===== src/rtl/tpu_loader_pkg.sv =====
// rtl/tpu_loader_pkg.sv - shared types and AXI constants for the TPU stream loader
package tpu_loader_pkg;

    typedef enum logic [2:0] {
        IDLE,
        FILL,
        ADDR,
        DATA,
        RESP,
        DONE
    } loader_state_e;

    localparam logic [1:0] AXI_BURST_INCR  = 2'b01;
    localparam logic [2:0] AXI_SIZE_8B     = 3'd3;

    localparam logic [1:0] AXI_RESP_OKAY   = 2'b00;
    localparam logic [1:0] AXI_RESP_EXOKAY = 2'b01;
    localparam logic [1:0] AXI_RESP_SLVERR = 2'b10;
    localparam logic [1:0] AXI_RESP_DECERR = 2'b11;

    function automatic logic resp_is_error(input logic [1:0] resp);
        return (resp == AXI_RESP_SLVERR) || (resp == AXI_RESP_DECERR);
    endfunction

endpackage


===== src/rtl/loader_fifo.sv =====
// rtl/loader_fifo.sv - synchronous staging FIFO with occupancy count
//
// Ports:
//   clk, rst_n       clock, asynchronous active-low reset
//   i_flush          drop all contents (takes priority over push/pop)
//   i_push, i_data   write side; ignored when full
//   i_pop            read side; ignored when empty
//   o_data           head-of-queue data (valid while !o_empty)
//   o_count          entries held, 0..DEPTH
//   o_full, o_empty  occupancy flags
module loader_fifo #(
    parameter int DEPTH = 16,
    parameter int WIDTH = 64,
    localparam int PW = (DEPTH > 1) ? $clog2(DEPTH) : 1,
    localparam int CW = $clog2(DEPTH + 1)
) (
    input  logic             clk,
    input  logic             rst_n,
    input  logic             i_flush,
    input  logic             i_push,
    input  logic [WIDTH-1:0] i_data,
    input  logic             i_pop,
    output logic [WIDTH-1:0] o_data,
    output logic [CW-1:0]    o_count,
    output logic             o_full,
    output logic             o_empty
);

    logic [WIDTH-1:0] r_mem [DEPTH];
    logic [PW-1:0]    r_wr_ptr;
    logic [PW-1:0]    r_rd_ptr;
    logic [CW-1:0]    r_count;
    logic             w_do_push;
    logic             w_do_pop;

    assign o_full    = (r_count == CW'(DEPTH));
    assign o_empty   = (r_count == '0);
    assign w_do_push = i_push && !o_full;
    assign w_do_pop  = i_pop && !o_empty;
    assign o_data    = r_mem[r_rd_ptr];
    assign o_count   = r_count;

    // Pointers wrap explicitly so DEPTH need not be a power of two.
    function automatic logic [PW-1:0] next_ptr(input logic [PW-1:0] p);
        return (p == PW'(DEPTH - 1)) ? '0 : p + PW'(1);
    endfunction

    always_ff @(posedge clk) begin
        if (w_do_push) begin
            r_mem[r_wr_ptr] <= i_data;
        end
    end

    always_ff @(posedge clk or negedge rst_n) begin
        if (!rst_n) begin
            r_wr_ptr <= '0;
            r_rd_ptr <= '0;
            r_count  <= '0;
        end else if (i_flush) begin
            r_wr_ptr <= '0;
            r_rd_ptr <= '0;
            r_count  <= '0;
        end else begin
            if (w_do_push) begin
                r_wr_ptr <= next_ptr(r_wr_ptr);
            end
            if (w_do_pop) begin
                r_rd_ptr <= next_ptr(r_rd_ptr);
            end
            case ({w_do_push, w_do_pop})
                2'b10:   r_count <= r_count + CW'(1);
                2'b01:   r_count <= r_count - CW'(1);
                default: r_count <= r_count;
            endcase
        end
    end

endmodule


===== src/rtl/tpu_stream_loader.sv =====
// rtl/tpu_stream_loader.sv - stream-to-AXI4 burst writer into TPU MMIO space
//
// Buffers a full burst from the input stream, then issues one AXI4 INCR
// write burst at a time and waits for its response before the next.
//
// Ports:
//   clk, rst_n                       clock, asynchronous active-low reset
//   start, cfg_addr, cfg_beats       transfer request (sampled only when idle)
//   busy, done, err                  status: in progress, completion pulse, sticky error
//   s_tdata/s_tvalid/s_tready        input beat stream
//   m_axi_aw*                        write address channel (awid/awsize/awburst fixed)
//   m_axi_w*                         write data channel (wstrb fixed all-ones)
//   m_axi_b*                         write response channel
//
// Build option: define TPU_LOADER_4K_SPLIT_EN to keep bursts inside 4 KB pages.
module tpu_stream_loader
    import tpu_loader_pkg::*;
#(
    parameter int MAX_BURST  = 16,
    parameter int FIFO_DEPTH = 16
) (
    input  logic        clk,
    input  logic        rst_n,
    input  logic        start,
    input  logic [63:0] cfg_addr,
    input  logic [15:0] cfg_beats,
    output logic        busy,
    output logic        done,
    output logic        err,
    input  logic [63:0] s_tdata,
    input  logic        s_tvalid,
    output logic        s_tready,
    output logic [3:0]  m_axi_awid,
    output logic [63:0] m_axi_awaddr,
    output logic [7:0]  m_axi_awlen,
    output logic [2:0]  m_axi_awsize,
    output logic [1:0]  m_axi_awburst,
    output logic        m_axi_awvalid,
    input  logic        m_axi_awready,
    output logic [63:0] m_axi_wdata,
    output logic [7:0]  m_axi_wstrb,
    output logic        m_axi_wlast,
    output logic        m_axi_wvalid,
    input  logic        m_axi_wready,
    input  logic [1:0]  m_axi_bresp,
    input  logic        m_axi_bvalid,
    output logic        m_axi_bready
);

    localparam int CW = $clog2(FIFO_DEPTH + 1);

    loader_state_e r_state;
    logic [63:0]   r_addr;
    logic [15:0]   r_remaining;     // beats not yet acknowledged by B
    logic [15:0]   r_accept_left;   // beats not yet taken from the stream
    logic [8:0]    r_len;           // current burst length in beats
    logic [8:0]    r_beat;          // W beats sent in current burst
    logic          r_busy;
    logic          r_done;
    logic          r_err;
    logic          r_awvalid;
    logic          r_bready;
    logic [63:0]   r_awaddr;
    logic [7:0]    r_awlen;

    logic [CW-1:0] w_fifo_count;
    logic          w_fifo_full;
    logic          w_fifo_empty;
    logic [63:0]   w_fifo_data;
    logic          w_push;
    logic          w_pop;
    logic          w_flush;
    logic          w_fill_phase;
    logic          w_wvalid;
    logic [8:0]    w_rem_clamp;
    logic [8:0]    w_burst_len;

    assign m_axi_awid    = 4'd0;
    assign m_axi_awsize  = AXI_SIZE_8B;
    assign m_axi_awburst = AXI_BURST_INCR;
    assign m_axi_wstrb   = 8'hFF;

    assign busy          = r_busy;
    assign done          = r_done;
    assign err           = r_err;
    assign m_axi_awvalid = r_awvalid;
    assign m_axi_awaddr  = r_awaddr;
    assign m_axi_awlen   = r_awlen;
    assign m_axi_bready  = r_bready;

    // Streaming continues through every active state so the next burst
    // can be staged while the current one is in flight.
    assign w_fill_phase = (r_state == FILL) || (r_state == ADDR) ||
                          (r_state == DATA) || (r_state == RESP);
    assign s_tready     = w_fill_phase && !w_fifo_full && (r_accept_left != 16'd0);
    assign w_push       = s_tvalid && s_tready;

    assign w_wvalid     = (r_state == DATA) && !w_fifo_empty;
    assign m_axi_wvalid = w_wvalid;
    assign m_axi_wdata  = w_wvalid ? w_fifo_data : 64'd0;
    assign m_axi_wlast  = w_wvalid && (r_beat == r_len - 9'd1);
    assign w_pop        = w_wvalid && m_axi_wready;

    assign w_flush      = r_bready && m_axi_bvalid && resp_is_error(m_axi_bresp);

    assign w_rem_clamp  = (r_remaining > 16'(MAX_BURST)) ? 9'(MAX_BURST) : r_remaining[8:0];

`ifdef TPU_LOADER_4K_SPLIT_EN
    // Beats left before the next 4 KB page: 512 minus the beat index in the page.
    logic [9:0] w_4k_beats;
    assign w_4k_beats  = 10'd512 - {1'b0, r_addr[11:3]};
    assign w_burst_len = ({1'b0, w_rem_clamp} > w_4k_beats) ? w_4k_beats[8:0] : w_rem_clamp;
`else
    assign w_burst_len = w_rem_clamp;
`endif

    loader_fifo #(
        .DEPTH (FIFO_DEPTH),
        .WIDTH (64)
    ) u_fifo (
        .clk     (clk),
        .rst_n   (rst_n),
        .i_flush (w_flush),
        .i_push  (w_push),
        .i_data  (s_tdata),
        .i_pop   (w_pop),
        .o_data  (w_fifo_data),
        .o_count (w_fifo_count),
        .o_full  (w_fifo_full),
        .o_empty (w_fifo_empty)
    );

    always_ff @(posedge clk or negedge rst_n) begin
        if (!rst_n) begin
            r_state       <= IDLE;
            r_addr        <= '0;
            r_remaining   <= '0;
            r_accept_left <= '0;
            r_len         <= '0;
            r_beat        <= '0;
            r_busy        <= 1'b0;
            r_done        <= 1'b0;
            r_err         <= 1'b0;
            r_awvalid     <= 1'b0;
            r_bready      <= 1'b0;
            r_awaddr      <= '0;
            r_awlen       <= '0;
        end else begin
            r_done <= 1'b0;
            if (w_push) begin
                r_accept_left <= r_accept_left - 16'd1;
            end

            case (r_state)
                IDLE: begin
                    if (start) begin
                        r_err <= 1'b0;
                        if (cfg_beats != 16'd0) begin
                            r_addr        <= cfg_addr;
                            r_remaining   <= cfg_beats;
                            r_accept_left <= cfg_beats;
                            r_busy        <= 1'b1;
                            r_state       <= FILL;
                        end else begin
                            r_done <= 1'b1;
                        end
                    end
                end

                FILL: begin
                    // AW goes out only once the whole burst is already buffered.
                    if (16'(w_fifo_count) >= 16'(w_burst_len)) begin
                        r_len     <= w_burst_len;
                        r_awaddr  <= r_addr;
                        r_awlen   <= 8'(w_burst_len - 9'd1);
                        r_awvalid <= 1'b1;
                        r_state   <= ADDR;
                    end
                end

                ADDR: begin
                    if (m_axi_awready) begin
                        r_awvalid <= 1'b0;
                        r_beat    <= '0;
                        r_state   <= DATA;
                    end
                end

                DATA: begin
                    if (w_pop) begin
                        r_beat <= r_beat + 9'd1;
                        if (m_axi_wlast) begin
                            r_bready <= 1'b1;
                            r_state  <= RESP;
                        end
                    end
                end

                RESP: begin
                    if (m_axi_bvalid) begin
                        r_bready <= 1'b0;
                        if (resp_is_error(m_axi_bresp)) begin
                            r_err         <= 1'b1;
                            r_accept_left <= '0;
                            r_done        <= 1'b1;
                            r_state       <= DONE;
                        end else begin
                            r_addr      <= r_addr + {52'd0, r_len, 3'b000};
                            r_remaining <= r_remaining - {7'd0, r_len};
                            if (r_remaining == {7'd0, r_len}) begin
                                r_done  <= 1'b1;
                                r_state <= DONE;
                            end else begin
                                r_state <= FILL;
                            end
                        end
                    end
                end

                DONE: begin
                    r_busy  <= 1'b0;
                    r_state <= IDLE;
                end

                default: r_state <= IDLE;
            endcase
        end
    end

endmodule


===== config.mk =====
export PLATFORM = sky130hd
export DESIGN_NAME = tpu_stream_loader
export DESIGN_NICKNAME = d
export VERILOG_FILES = /design/src/rtl/tpu_loader_pkg.sv /design/src/rtl/loader_fifo.sv /design/src/rtl/tpu_stream_loader.sv
export SDC_FILE = /design/constraint.sdc
export NUM_CORES = 2
export LEC_CHECK = 0
export BUFFER_PORTS_ARGS = -buffer_cell sky130_fd_sc_hd__clkbuf_2
export CAP_MARGIN = 20
export CORE_AREA = 2 2 499 451
export DETAILED_ROUTE_END_ITERATION = 12
export DIE_AREA = 0 0 501 453
export SETUP_SLACK_MARGIN = 0.2
export SYNTH_ARGS = -nofsm -noshare
export SYNTH_HDL_FRONTEND = slang
export SYNTH_SLANG_ARGS = --single-unit
export TNS_END_PERCENT = 1

===== constraint.sdc =====
create_clock -name clk -period 4.2 [get_ports clk]
set_input_delay 0.21 -clock clk [delete_from_list [all_inputs] [get_ports clk]]
set_output_delay 0.21 -clock clk [all_outputs]
set_load 0.1 [all_outputs]

---- Yosys cells after proc, flatten, opt, wreduce, memory -nomap -nowiden ----
Memories as Yosys holds them, arrays and structs flattened.
Index checks and enable logic that the tools add are counted.
word-level totals
  bits in registers ....................... 207
  memory bits (writable) .................. 1024
  input bits .............................. 153
  output and inout bits ................... 161
  word-level logic and storage cells ...... 149
  memories kept ........................... 1
operators by class
  add/subtract/negate cells ............... 10
  $lt $le $gt $ge ......................... 2
  equal/unequal tests ..................... 23
  mux-type cells .......................... 61
  reduce and logical (&&, ||, !) cells .... 36
memory list
  name          words  width  rd ports  clocked after Yosys merged registers in  wr ports  line               RTL
  u_fifo.r_mem  16     64     1         0                                        1         loader_fifo.sv:29  logic [WIDTH-1:0] r_mem [DEPTH];
operators by type and width
  operator                                                         count
  two-way mux 64 bit                                               5
  two-way mux 16 bit                                               9
  case mux 64 bit (2 select lines)                                 1
  adder 64 x 12 -> 64 bit                                          1
  case mux 16 bit (2 select lines)                                 2
  nonzero test 16 bit                                              2
  two-way mux 3 bit                                                9
  two-way mux 9 bit                                                3
  two-way mux 4 bit                                                6
  case mux 9 bit (2 select lines)                                  1
  two-way mux 1 bit                                                17
  == test 16 x 9 -> 1 bit                                          1
  greater-than comparator 16 x 5 -> 1 bit (second input constant)  1
  subtractor 16 x 1 -> 16 bit (second input constant)              1
  subtractor 16 x 9 -> 16 bit                                      1
  case mux 3 bit (5 select lines)                                  1
  nonzero test 2 bit                                               7
  != test 2 bit (second input constant)                            6
  logical AND 1 bit                                                10
  case mux 1 bit (2 select lines)                                  5
  case mux 5 bit (2 select lines)                                  1
  adder 9 x 1 -> 9 bit (second input constant)                     1
  == test 9 bit                                                    1
  >= comparator 5 x 9 -> 1 bit                                     1
  other kinds (24)                                                 39

---- Logic depth before layout (Yosys ltp) ----
  depth in word-level cells ............... 11
  gate-level depth with buffers ........... 15

---- Hierarchy ----
A second synthesis with hierarchy kept.
second synthesis, totals
  cell total of the unflattened synthesis .. 3251
  area total of the unflattened synthesis .. 51450.6 um^2
modules (own cells, without submodules)
  module             instances  cells each  area an instance (um^2)
  loader_fifo        1          2032        40074.7
  tpu_stream_loader  1          1219        11375.9

---- Worst setup path after synthesis ----
Ideal clock, no wire load.
  path type ............................... register to output
  from .................................... register r_len[1]
  to ...................................... output m_axi_wlast
  arrival ................................. 4129 ps
  data required time ...................... 3990 ps
  path slack .............................. -139 ps
  stages on the path, launching flop included .. 9
  path buffers ............................ 1
  cells stage by stage .................... dfrtp_1 inv_1 ha_1 or3b_2 clkbuf_1 nor4b_1 xnor2_1 nand3_1 a211oi_1
between the ends
  cells in the longest elaborated chain, start to end .. 3
RTL lines
  item                       line                      RTL
  start: declaration         tpu_stream_loader.sv:56   logic [8:0] r_len;
  start signal: assignment   tpu_stream_loader.sv:173  r_len <= w_burst_len;
  subtractor 9 x 1 -> 9 bit  tpu_stream_loader.sv:101  assign m_axi_wlast = w_wvalid && (r_beat == r_len - 9'd1);
  == test 9 bit              tpu_stream_loader.sv:101
  logical AND 1 bit          tpu_stream_loader.sv:101
  end: declaration           tpu_stream_loader.sv:42   output logic m_axi_wlast,
Every way passes these cells.

---- Worst setup path in the final report ----
Ends and elaborated chain as after synthesis.

==> out/results.ini <==
[outcome]
status=complete, no violations

[floorplanning]
die_w_um=501
io_pins=314
core_area_sq_mm=0.221
die_h_um=453
start_util_pct=22.9
dieArea_sq_mm=0.227
placementRows=164

[synthesis]
synth.avg_cell_area_sq_um=17.3
ys.warnings.count=0
synth-seq-area-share_pct=70.7
async_flop_share_pct=16.8
synthCells=2939
netlist_area_sq_mm=0.0508
ys_ff_latch=1231
synth-edff-count=1024
yosysUniqueCellTypes=79
synth_flop_cell=edfxtp_1

[power]
ir_drop_mv=0.478
p_leak_nw=21.2
pwr_density_cell_mw_per_mm2=678

[drt]
wl_met3_mm=9.21
first_pass_iters=6
ant_nets=0
route.detailed.drc=0
wl_per_cell_um=21.8
first_iter_violations=2688
top_layer=met5
wl_met2_mm=67.9
wl_mm=141
via_per_inst=4.51
met1_length_mm=61.0
via_count=29200

[setup_path]
critical_path_class=register to primary output
cp-end-kind=primary output
crit_start=r_len[1]$_DFFE_PN0P_
worstPathArrival_ns=3.65
crit_fanout=5
critPathLaunchType=register
cpMaxStageDelayCell=or3b_2
cpPeakStageDelay_ns=0.52
critPathRequiredTime_ns=3.99
crit_chain=inv_1 > ha_1 > or3b_2 > nor4b_1 > xnor2_1 > nand3_1 > a211oi_2 > buf_6
critical_path.reg2reg.startpoint=r_remaining[12]$_DFFE_PN0P_

[clock_tree]
htreeDepth=4
ctsLongestPathBuffers=3
clock_latency_ns=0.83
clkSinkCount=1231
cts_tree=yes
clkSlewWorstSetupHoldPaths_ns=0.06
root_buffer=clkbuf_16
cts_made_buffers=134

[timing]
setup_violations=0
period_share_pct=91.9
tightest_slew_ns=1.04
rsz0062_at_grt=yes
fin_skew_ns=0.0836
slew_violations=0
max_freq_mhz=259
tns_ns=0
hold_viol_final=0
slew_headroom_pct=30.3
finalCriticalPeriod_ns=3.86

[placed_design]
gp_congestion=0.830
detailed_place.area_sq_mm=0.0565
dp_hpwl_mm=83.6
numPortBuffers=295

[hold_path]
hp-class=primary input to register
hp-start=s_tvalid

[final_layout]
stdcell_area_sq_mm=0.0626
fillers=21900
final_cell_mix=edfxtp_1 (1024), mux4_2 (320), nand2_1 (298)
drive_above_1_share_pct=26.6
area_growth_pct=23.3
layout_commonest_cell=edfxtp_1
finalNetCount=3651

[global_route]
antenna_found_initial=20
grt_util_all_layers_pct=12.1
grt_max_degree=99
grt_pass1_vias=29400
grt_pass1_wl_mm=204
gr-total-overflow=0

[job]
maxCapViolCount=0

==> Yosys cell counts (11+ instances only) <==
cell type,count,area [sq um]
edfxtp_1,1024,30700
mux4_2,320,7210
nand2_1,299,1120
dfrtp_1,207,5180
nor2_1,124,465
clkbuf_1,103,387
a21oi_1,101,505
and2_1,76,475
o21ai_0,71,355
nand3_1,45,225
inv_1,42,158
ha_1,37,463
nor3_1,37,185
buf_1,29,109
nand4_1,29,181
and3_1,27,169
xor2_1,26,228
a31oi_1,21,131
buf_2,20,100
buf_4,20,150
or3_1,20,125
a211oi_1,18,135
and4_1,17,149
o22ai_1,17,106
xnor2_1,17,149
nor4_1,15,93.8
o211ai_1,15,113
or4_1,12,90.1
a21o_1,11,82.6
==> path summary, 6_finish.rpt <==
kind,endpoint,slack (ns),cells after the start
max,m_axi_wlast,0.34,8
min,r_accept_left[11]$_DFF_PN0_,0.08,5
max reg2reg,m_axi_awaddr[61]$_DFFE_PN0P_,0.40,15
min reg2reg,m_axi_awaddr[1]$_DFFE_PN0P_,0.47,2
max in group asynchronous,r_accept_left[0]$_DFF_PN0_,2.96,4
min in group asynchronous,u_fifo.o_count[0]$_DFFE_PN0P_,0.44,3
==> area by class of cell <==
class | count | area (sq um) | area share (%)
Clock buffer | 166 | 3540 | 5.66
Tap cell | 2905 | 3630 | 5.80
Inverter | 42 | 163 | 0.260
Clock inverter | 73 | 1010 | 1.61
Timing Repair Buffer | 539 | 4210 | 6.71
Sequential cell | 1231 | 35900 | 57.4
Timing Repair inverter | 1 | 5.00 | 0.00799
Multi-Input combinational cell | 1509 | 14100 | 22.6
Antenna cell | 3 | 7.51 | 0.0120
==> metal layers <==
layer | vias to the layer above | GRT usage [%]
met2 | 969 | 19.9
met1 | 15300 | 16.2
met3 | 200 | 2.71
met5 | - | 0
li1 | 12700 | -
met4 | 22 | 3.06
==> registers in the layout, indices dropped and copies added (netlist names), 3 cells and up <==
name / cells
r_addr: 64
u_fifo.r_mem: 1024
u_fifo.o_count: 5
r_beat: 9
u_fifo.r_rd_ptr: 4
r_remaining: 16
u_fifo.r_wr_ptr: 4
m_axi_awlen: 8
r_state: 3
r_accept_left: 16
r_len: 9
m_axi_awaddr: 64
==> power by group <==
group	internal, mW	switching, mW	total, mW
combinational	5.08	9.38	14.5
sequential	14.7	1.29	16.0
clock	6.88	5.17	12.1
==> worst max-delay path, delay by kind of cell, from the launching register on <==
kind            cells  cell delay [ns]
flops               1             0.48
simple gates        3             1.06
xor+xnor            1             0.17
fa+ha+maj           1             0.25
compound gates      1             0.36
buf+inv             2             0.56
==> stage by stage <==
stage	cells	util, %	setup slack [ns]	power, mW	hold WS, ns
after floorplan	2954	-	0.602	26.6	-0.0856
after global placement	6068	25.5	0.439	30.5	0.216
after detailed placement	6068	25.5	0.360	30.6	0.228
after CTS	6464	28.3	0.158	43.0	0.00463
after global routing	6468	28.3	0.123	44.4	0.0578
final	6469	28.3	0.342	42.5	0.0758
==> cell families (layout without fill, tap and decap cells) <==
kind of cell    Yosys count  after routing  synth area share [%]
simple gates            742            742                  7.07
mux                     328            328                  14.3
buf+inv                 214            821                  1.78
other cells               2             20                0.0148
compound gates          339            339                  4.29
flops                  1231           1231                  70.7
xor+xnor                 43             43                 0.741
fa+ha+maj                40             40                  1.03
==> what timing repair did <==
| action | CTS | global route |
|---|---|---|
| endpoints found under the setup margin | 66 | 72 |
| gates cloned | 1 | 0 |
| setup buffers | 1 | 2 |
| endpoints found under the hold margin | 1299 | 0 |
| pin swaps | 0 | 0 |
| resized for setup | 4 | 3 |
| hold buffers | 155 | 0 |
(Power assumes the default switching activity.)
